===== config.mk =====
export PLATFORM = sky130hd
export DESIGN_NAME = dt1_lsu_ctrl
export DESIGN_NICKNAME = d
export VERILOG_FILES = /design/src/rtl/dt1_pkg.sv /design/src/rtl/dt1_load_ext.sv /design/src/rtl/dt1_lsu_ctrl.sv
export SDC_FILE = /design/constraint.sdc
export NUM_CORES = 1
export LEC_CHECK = 0
export CORE_ASPECT_RATIO = 0.5
export CORE_MARGIN = 2
export CORE_UTILIZATION = 35
export DETAILED_ROUTE_END_ITERATION = 12
export PLACE_DENSITY = 0.65
export SLEW_MARGIN = 20
export SYNTH_ARGS = -nofsm -noshare
export SYNTH_HDL_FRONTEND = slang
export SYNTH_SLANG_ARGS = --single-unit

===== constraint.sdc =====
create_clock -name clk -period 3.2 [get_ports clk]
set_clock_uncertainty 0.2 [all_clocks]
set_input_delay 0.32 -clock clk [delete_from_list [all_inputs] [get_ports clk]]
set_output_delay 0.32 -clock clk [all_outputs]
set_load 0.05 [all_outputs]

===== src/rtl/dt1_pkg.sv =====
// Shared RV32I data-memory definitions: decoder size codes, LSU FSM states,
// load context and access-width helper.
package dt1_pkg;

  localparam logic [1:0] SW  = 2'b01;
  localparam logic [1:0] SH  = 2'b10;
  localparam logic [1:0] SB  = 2'b11;

  localparam logic [2:0] LW  = 3'b000;
  localparam logic [2:0] LB  = 3'b001;
  localparam logic [2:0] LBU = 3'b010;
  localparam logic [2:0] LH  = 3'b011;
  localparam logic [2:0] LHU = 3'b100;

  typedef enum logic [1:0] {
    S_IDLE = 2'd0,
    S_BUSY = 2'd1,
    S_DONE = 2'd2
  } lsu_state_t;

  typedef enum logic [1:0] {
    SZ_WORD = 2'd0,
    SZ_HALF = 2'd1,
    SZ_BYTE = 2'd2
  } acc_size_t;

  typedef struct packed {
    logic       is_load;
    logic [2:0] size;
    logic [1:0] off;
  } ld_ctx_t;

  // A pending store overrides the load size; unknown load codes act as lw.
  function automatic acc_size_t acc_size(input logic [1:0] mem_write,
                                         input logic [2:0] load_size);
    acc_size_t sz;
    sz = SZ_WORD;
    if (mem_write != 2'b00) begin
      case (mem_write)
        SH:      sz = SZ_HALF;
        SB:      sz = SZ_BYTE;
        default: sz = SZ_WORD;
      endcase
    end else begin
      case (load_size)
        LB, LBU: sz = SZ_BYTE;
        LH, LHU: sz = SZ_HALF;
        default: sz = SZ_WORD;
      endcase
    end
    return sz;
  endfunction

endpackage


===== src/rtl/dt1_load_ext.sv =====
// Load lane select and sign/zero extension of the returned bus word.
module dt1_load_ext (
  input  logic [31:0] bus_rdata,
  input  logic [2:0]  load_size,
  input  logic [1:0]  off,
  output logic [31:0] result
);
  import dt1_pkg::*;

  logic [7:0]  b;
  logic [15:0] h;

  assign b = bus_rdata[{off, 3'b000} +: 8];
  assign h = off[1] ? bus_rdata[31:16] : bus_rdata[15:0];

  always_comb begin
    case (load_size)
      LB:      result = {{24{b[7]}}, b};
      LBU:     result = {24'h0, b};
      LH:      result = {{16{h[15]}}, h};
      LHU:     result = {16'h0, h};
      default: result = bus_rdata;
    endcase
  end

endmodule


===== src/rtl/dt1_lsu_ctrl.sv =====
// MEM-stage load/store sequencer: one word-aligned handshaked bus cycle per
// access, pipeline stall until ack, misalign and timeout reporting.
module dt1_lsu_ctrl #(
  parameter int TIMEOUT_CYCLES = 255
) (
  input  logic        clk,
  input  logic        reset,
  input  logic        load_en,
  input  logic [1:0]  mem_write,
  input  logic [2:0]  load_size,
  input  logic [31:0] addr,
  input  logic [31:0] wdata,
  output logic        stall,
  output logic [31:0] rdata,
  output logic        done,
  output logic        misalign,
  output logic        bus_err,
  output logic        bus_req,
  output logic        bus_we,
  output logic [31:0] bus_addr,
  output logic [3:0]  bus_be,
  output logic [31:0] bus_wdata,
  input  logic        bus_ack,
  input  logic [31:0] bus_rdata
);
  import dt1_pkg::*;

  localparam logic [7:0] TMO = TIMEOUT_CYCLES[7:0];

  lsu_state_t  state, state_nxt;
  logic [7:0]  tmo_cnt;
  logic        is_store, is_load, pending, mis, tmo_hit;
  acc_size_t   sz;
  logic [3:0]  be;
  logic [31:0] wd, ext;
  ld_ctx_t     ld_q;

  assign is_store = mem_write != 2'b00;
  assign is_load  = load_en && !is_store;
  assign pending  = is_store || load_en;
  assign sz       = acc_size(mem_write, load_size);
  assign tmo_hit  = tmo_cnt == TMO;

  always_comb begin
    mis = 1'b0;
    be  = 4'b1111;
    case (sz)
      SZ_HALF: begin
        mis = addr[0];
        be  = 4'b0011 << {addr[1], 1'b0};
      end
      SZ_BYTE: be = 4'b0001 << addr[1:0];
      default: mis = addr[1:0] != 2'b00;
    endcase
  end

  always_comb begin
    wd = 32'h0;
    case (mem_write)
      SW:      wd = wdata;
      SH:      wd = {2{wdata[15:0]}};
      SB:      wd = {4{wdata[7:0]}};
      default: wd = 32'h0;
    endcase
  end

  dt1_load_ext u_ext (
    .bus_rdata (bus_rdata),
    .load_size (ld_q.size),
    .off       (ld_q.off),
    .result    (ext)
  );

  always_ff @(posedge clk) begin
    if (reset) state <= S_IDLE;
    else       state <= state_nxt;
  end

  always_comb begin
    state_nxt = state;
    stall     = 1'b0;
    done      = 1'b0;
    case (state)
      S_IDLE: begin
        stall = pending;
        if (pending) state_nxt = mis ? S_DONE : S_BUSY;
      end
      S_BUSY: begin
        stall = 1'b1;
        if (bus_ack || tmo_hit) state_nxt = S_DONE;
      end
      S_DONE: begin
        done      = 1'b1;
        state_nxt = S_IDLE;
      end
      default: state_nxt = S_IDLE;
    endcase
  end

  // Bus outputs are held for the whole BUSY window and cleared on exit.
  always_ff @(posedge clk) begin
    if (reset) begin
      bus_req   <= 1'b0;
      bus_we    <= 1'b0;
      bus_be    <= 4'h0;
      bus_addr  <= 32'h0;
      bus_wdata <= 32'h0;
      rdata     <= 32'h0;
      misalign  <= 1'b0;
      bus_err   <= 1'b0;
      tmo_cnt   <= 8'h0;
      ld_q      <= '0;
    end else begin
      case (state)
        S_IDLE: if (pending) begin
          if (mis) begin
            misalign <= 1'b1;
          end else begin
            bus_req   <= 1'b1;
            bus_we    <= is_store;
            bus_be    <= be;
            bus_addr  <= {addr[31:2], 2'b00};
            bus_wdata <= wd;
            ld_q      <= '{is_load: is_load, size: load_size, off: addr[1:0]};
            tmo_cnt   <= 8'h0;
          end
        end
        S_BUSY: begin
          if (bus_ack || tmo_hit) begin
            bus_req   <= 1'b0;
            bus_we    <= 1'b0;
            bus_be    <= 4'h0;
            bus_addr  <= 32'h0;
            bus_wdata <= 32'h0;
            if (bus_ack) rdata <= ld_q.is_load ? ext : 32'h0;
            else         bus_err <= 1'b1;
          end else begin
            tmo_cnt <= tmo_cnt + 8'd1;
          end
        end
        S_DONE: begin
          rdata    <= 32'h0;
          misalign <= 1'b0;
          bus_err  <= 1'b0;
        end
        default: ;
      endcase
    end
  end

endmodule

==> results.sh <==
export IMPL_syn_area_mm2=0.00573
export IMPL_antenna_found_initial=0
export IMPL_cts_root_buf="clkbuf_16"
export IMPL_antenna_left=0
export IMPL_relSlewSlack=0.500
export IMPL_firstDrtPassIters=4
export IMPL_tns_ps=0
export IMPL_min_period_ps=2660
export IMPL_finalMaxSlewViolations=0
export IMPL_cts_buffer_depth=2
export IMPL_fp_dieH_um=94.5
export IMPL_antenna_cells=0
export IMPL_cts_made_buffers=17
export IMPL_routedWlPerCell_um=17.6
export IMPL_drv_cap=0
export IMPL_async_reset_ff_frac=0
export IMPL_grt_max_degree=46
export IMPL_fill_cells=1431
export IMPL_dp_hpwl_um=13300
export IMPL_cts_tree="yes"
export IMPL_path_cells="clkdlybuf4s50_1 -> xnor2_1 -> nor4_1 -> a21o_1 -> inv_1 -> ha_1 -> o21ai_2 -> nand4_1 -> buf_4 -> a21boi_0 -> nor3_1"
export IMPL_fin_total_pwr_mw=5.26
export IMPL_core_region_area_mm2=0.0157
export IMPL_area_growth_pct=51.7
export IMPL_crit_buf_inv=3
export IMPL_worstRegToRegCells=4
export IMPL_setup_viol=0
export IMPL_synth_top_cell_by_area="dfxtp_1"
export IMPL_dieArea_mm2=0.0175
export IMPL_cts_setup_buffers=0
export IMPL_crit_type="in -> reg"
export IMPL_status="complete, no violations"
export IMPL_drt_iter0_markers=300
export IMPL_vdd_ir_drop_max_mv=0.318
export IMPL_rsz0062_at_grt="no"
export IMPL_routed_wl_um=18700
export IMPL_rows=32
export IMPL_ff2ff_setup_slack_ps=750
export IMPL_synth_cell_types=64
export IMPL_drc=0
export IMPL_drive_above_1_share=0.115
export IMPL_hp_class="in -> reg"
export IMPL_crit_fanout=9
export IMPL_synth_edf_count=0
export IMPL_clock_sinks=118
export IMPL_endpoint="tmo_cnt[0]"
export IMPL_mostFrequentLayoutCells="206 x clkdlybuf4s50_1, 118 x dfxtp_1, 76 x nand2_1, 42 x a22o_1, 41 x a21oi_1"
export IMPL_synth_seq_cells=118
export IMPL_final_cells=1061
export IMPL_num_vias=5735
export IMPL_synthFlopType="dfxtp_1"
export IMPL_cp_start_kind="input pin"
export IMPL_ctsHoldBuffers=0
export IMPL_ys_seq_area_frac=0.412
export IMPL_worstPathRequired_ps=3310
export IMPL_synth_top_cell_area_share=0.412
export IMPL_io_pins=211
export IMPL_p_per_area_mw_per_mm2=605
export IMPL_final_nets=935
export IMPL_end_kind="register"
export IMPL_grt_first_pass_wirelength_um=29700
export IMPL_ctsResizeCount=0
export IMPL_cp_depth=11
export IMPL_layout_commonest_cell="clkdlybuf4s50_1"
export IMPL_critPathTopFamily="buffers and inverters"
export IMPL_hold_viol=0
export IMPL_fin_crit_sh=0.831
export IMPL_worstMarginPinSlew_ps=748
export IMPL_die_w_um=185
export IMPL_grt_pass1_vias=5491
export IMPL_worst_path_max_delay_cell="clkdlybuf4s50_1"
export IMPL_reg2reg_from="ld_q[1]"
export IMPL_vias_per_cell=5.41
export IMPL_io_buffers=208
export IMPL_h_tree_depth=4
export IMPL_synth_area_top_cells="dfxtp_1 41%, a22o_1 6.4%, nand2_1 5.0%, a211oi_1 4.3%, a21oi_1 3.6%"
export IMPL_critPathLaunch="load_size[0]"
export IMPL_place_congestion=0.861
export IMPL_synth_area_per_cell_um2=9.09
export IMPL_max_clock_freq_ghz=0.376
export IMPL_p_leak_nw=3.13
export IMPL_rr_endpoint="rdata[23]"
export IMPL_clk_pin_slew_worst_paths_ps=60
export IMPL_worstPathArrival_ps=2770
export IMPL_clk_latency_ps=430
export IMPL_track_usage=0.217
export IMPL_initial_core_util=0.365
export IMPL_slowest_delay_ps=470
export IMPL_place_inst=1029
export IMPL_grt_overflow_total=0
export IMPL_synthesis_instances=630
export IMPL_final_util=0.554
export IMPL_ys_warn_count=0
==> flip-flops by register name, indices dropped and copies added, names as in the netlist <==
signal	count
bus_we	1
state	2
ld_q	6
misalign	1
rdata	32
bus_wdata	32
bus_req	1
bus_addr	30
tmo_cnt	8
bus_be	4
bus_err	1
==> cell type report <==
cell class                      count  area [µm²]  share of cell area
Clock buffer                       17         425              0.0489
Inverter                            9        33.8             0.00389
Clock inverter                     15         211              0.0243
Sequential cell                   118        2360               0.272
Tap cell                          221         277              0.0318
Timing Repair Buffer              232        2290               0.264
Multi-Input combinational cell    449        3090               0.355
==> kinds of logic (layout without fill, tap and decap cells) <==
kind of cell,Yosys count,after routing,synth area share
adders and majority gates,3,3,0.00655
other,1,2,0.000655
DFF,118,118,0.412
and+or+nand+nor,155,155,0.138
buffers and inverters,64,273,0.0520
AOI/OAI and AO/OA,266,266,0.343
xor gates and xnor gates,2,2,0.00306
muxes,21,21,0.0446
==> through the flow <==
stage | hold slack [ps] | setup slack [ps] | cell area (µm²)
CTS | 41.1 | 566 | 8690
finish | 57.8 | 541 | 8690
global route | 65.7 | 194 | 8690
global placement | 234 | 195 | 8050
detailed placement | 239 | 113 | 8050
floorplan | 246 | 518 | 5730
==> where the power goes <==
group	total, mW	switching (mW)	internal [mW]
sequential	1.68	0.0967	1.58
clock	2.13	0.804	1.32
combinational	1.45	0.888	0.560
total	5.26	1.79	3.47
==> layer usage <==
layer | vias up | GRT usage | part of all wire
met1 | 2740 | 0.287 | 0.47
met2 | 166 | 0.341 | 0.46
li1 | 2807 | - | -
met5 | - | 0 | 0
met3 | 22 | 0.0582 | 0.059
met4 | 0 | 0.0827 | 0.012
==> worst min-delay path by stage <==
stage,end,cells after the start,from
6_report,ld_q[3],2,reset
5_1_grt,state[0],2,reset
4_1_cts,ld_q[3],2,reset
3_5_place_dp,bus_req,1,bus_req
3_3_place_gp,bus_req,1,bus_req
2_1_floorplan,bus_addr[10],1,addr[10]
==> synth_stat cells (4+ instances only) <==
master and count:
a32oi_1 9, nor2b_1 12, nand2b_1 6, nand3_1 7, nor3_1 6, buf_4 4
buf_2 16, mux2_2 16, a21o_1 23, o21ai_0 20, a22oi_1 20, o2bb2ai_1 8
dfxtp_1 118, a211o_1 8, o221ai_1 6, a211oi_1 33, nor2_1 13, o31ai_1 17
a22o_1 42, nand2_1 76, o2111ai_1 4, clkbuf_1 30, a31oi_1 7, a21oi_1 41
a2111o_1 4, o21bai_1 8, or2_2 6, nor3b_1 5, inv_1 9
Power figures use the tool's default switching activity.
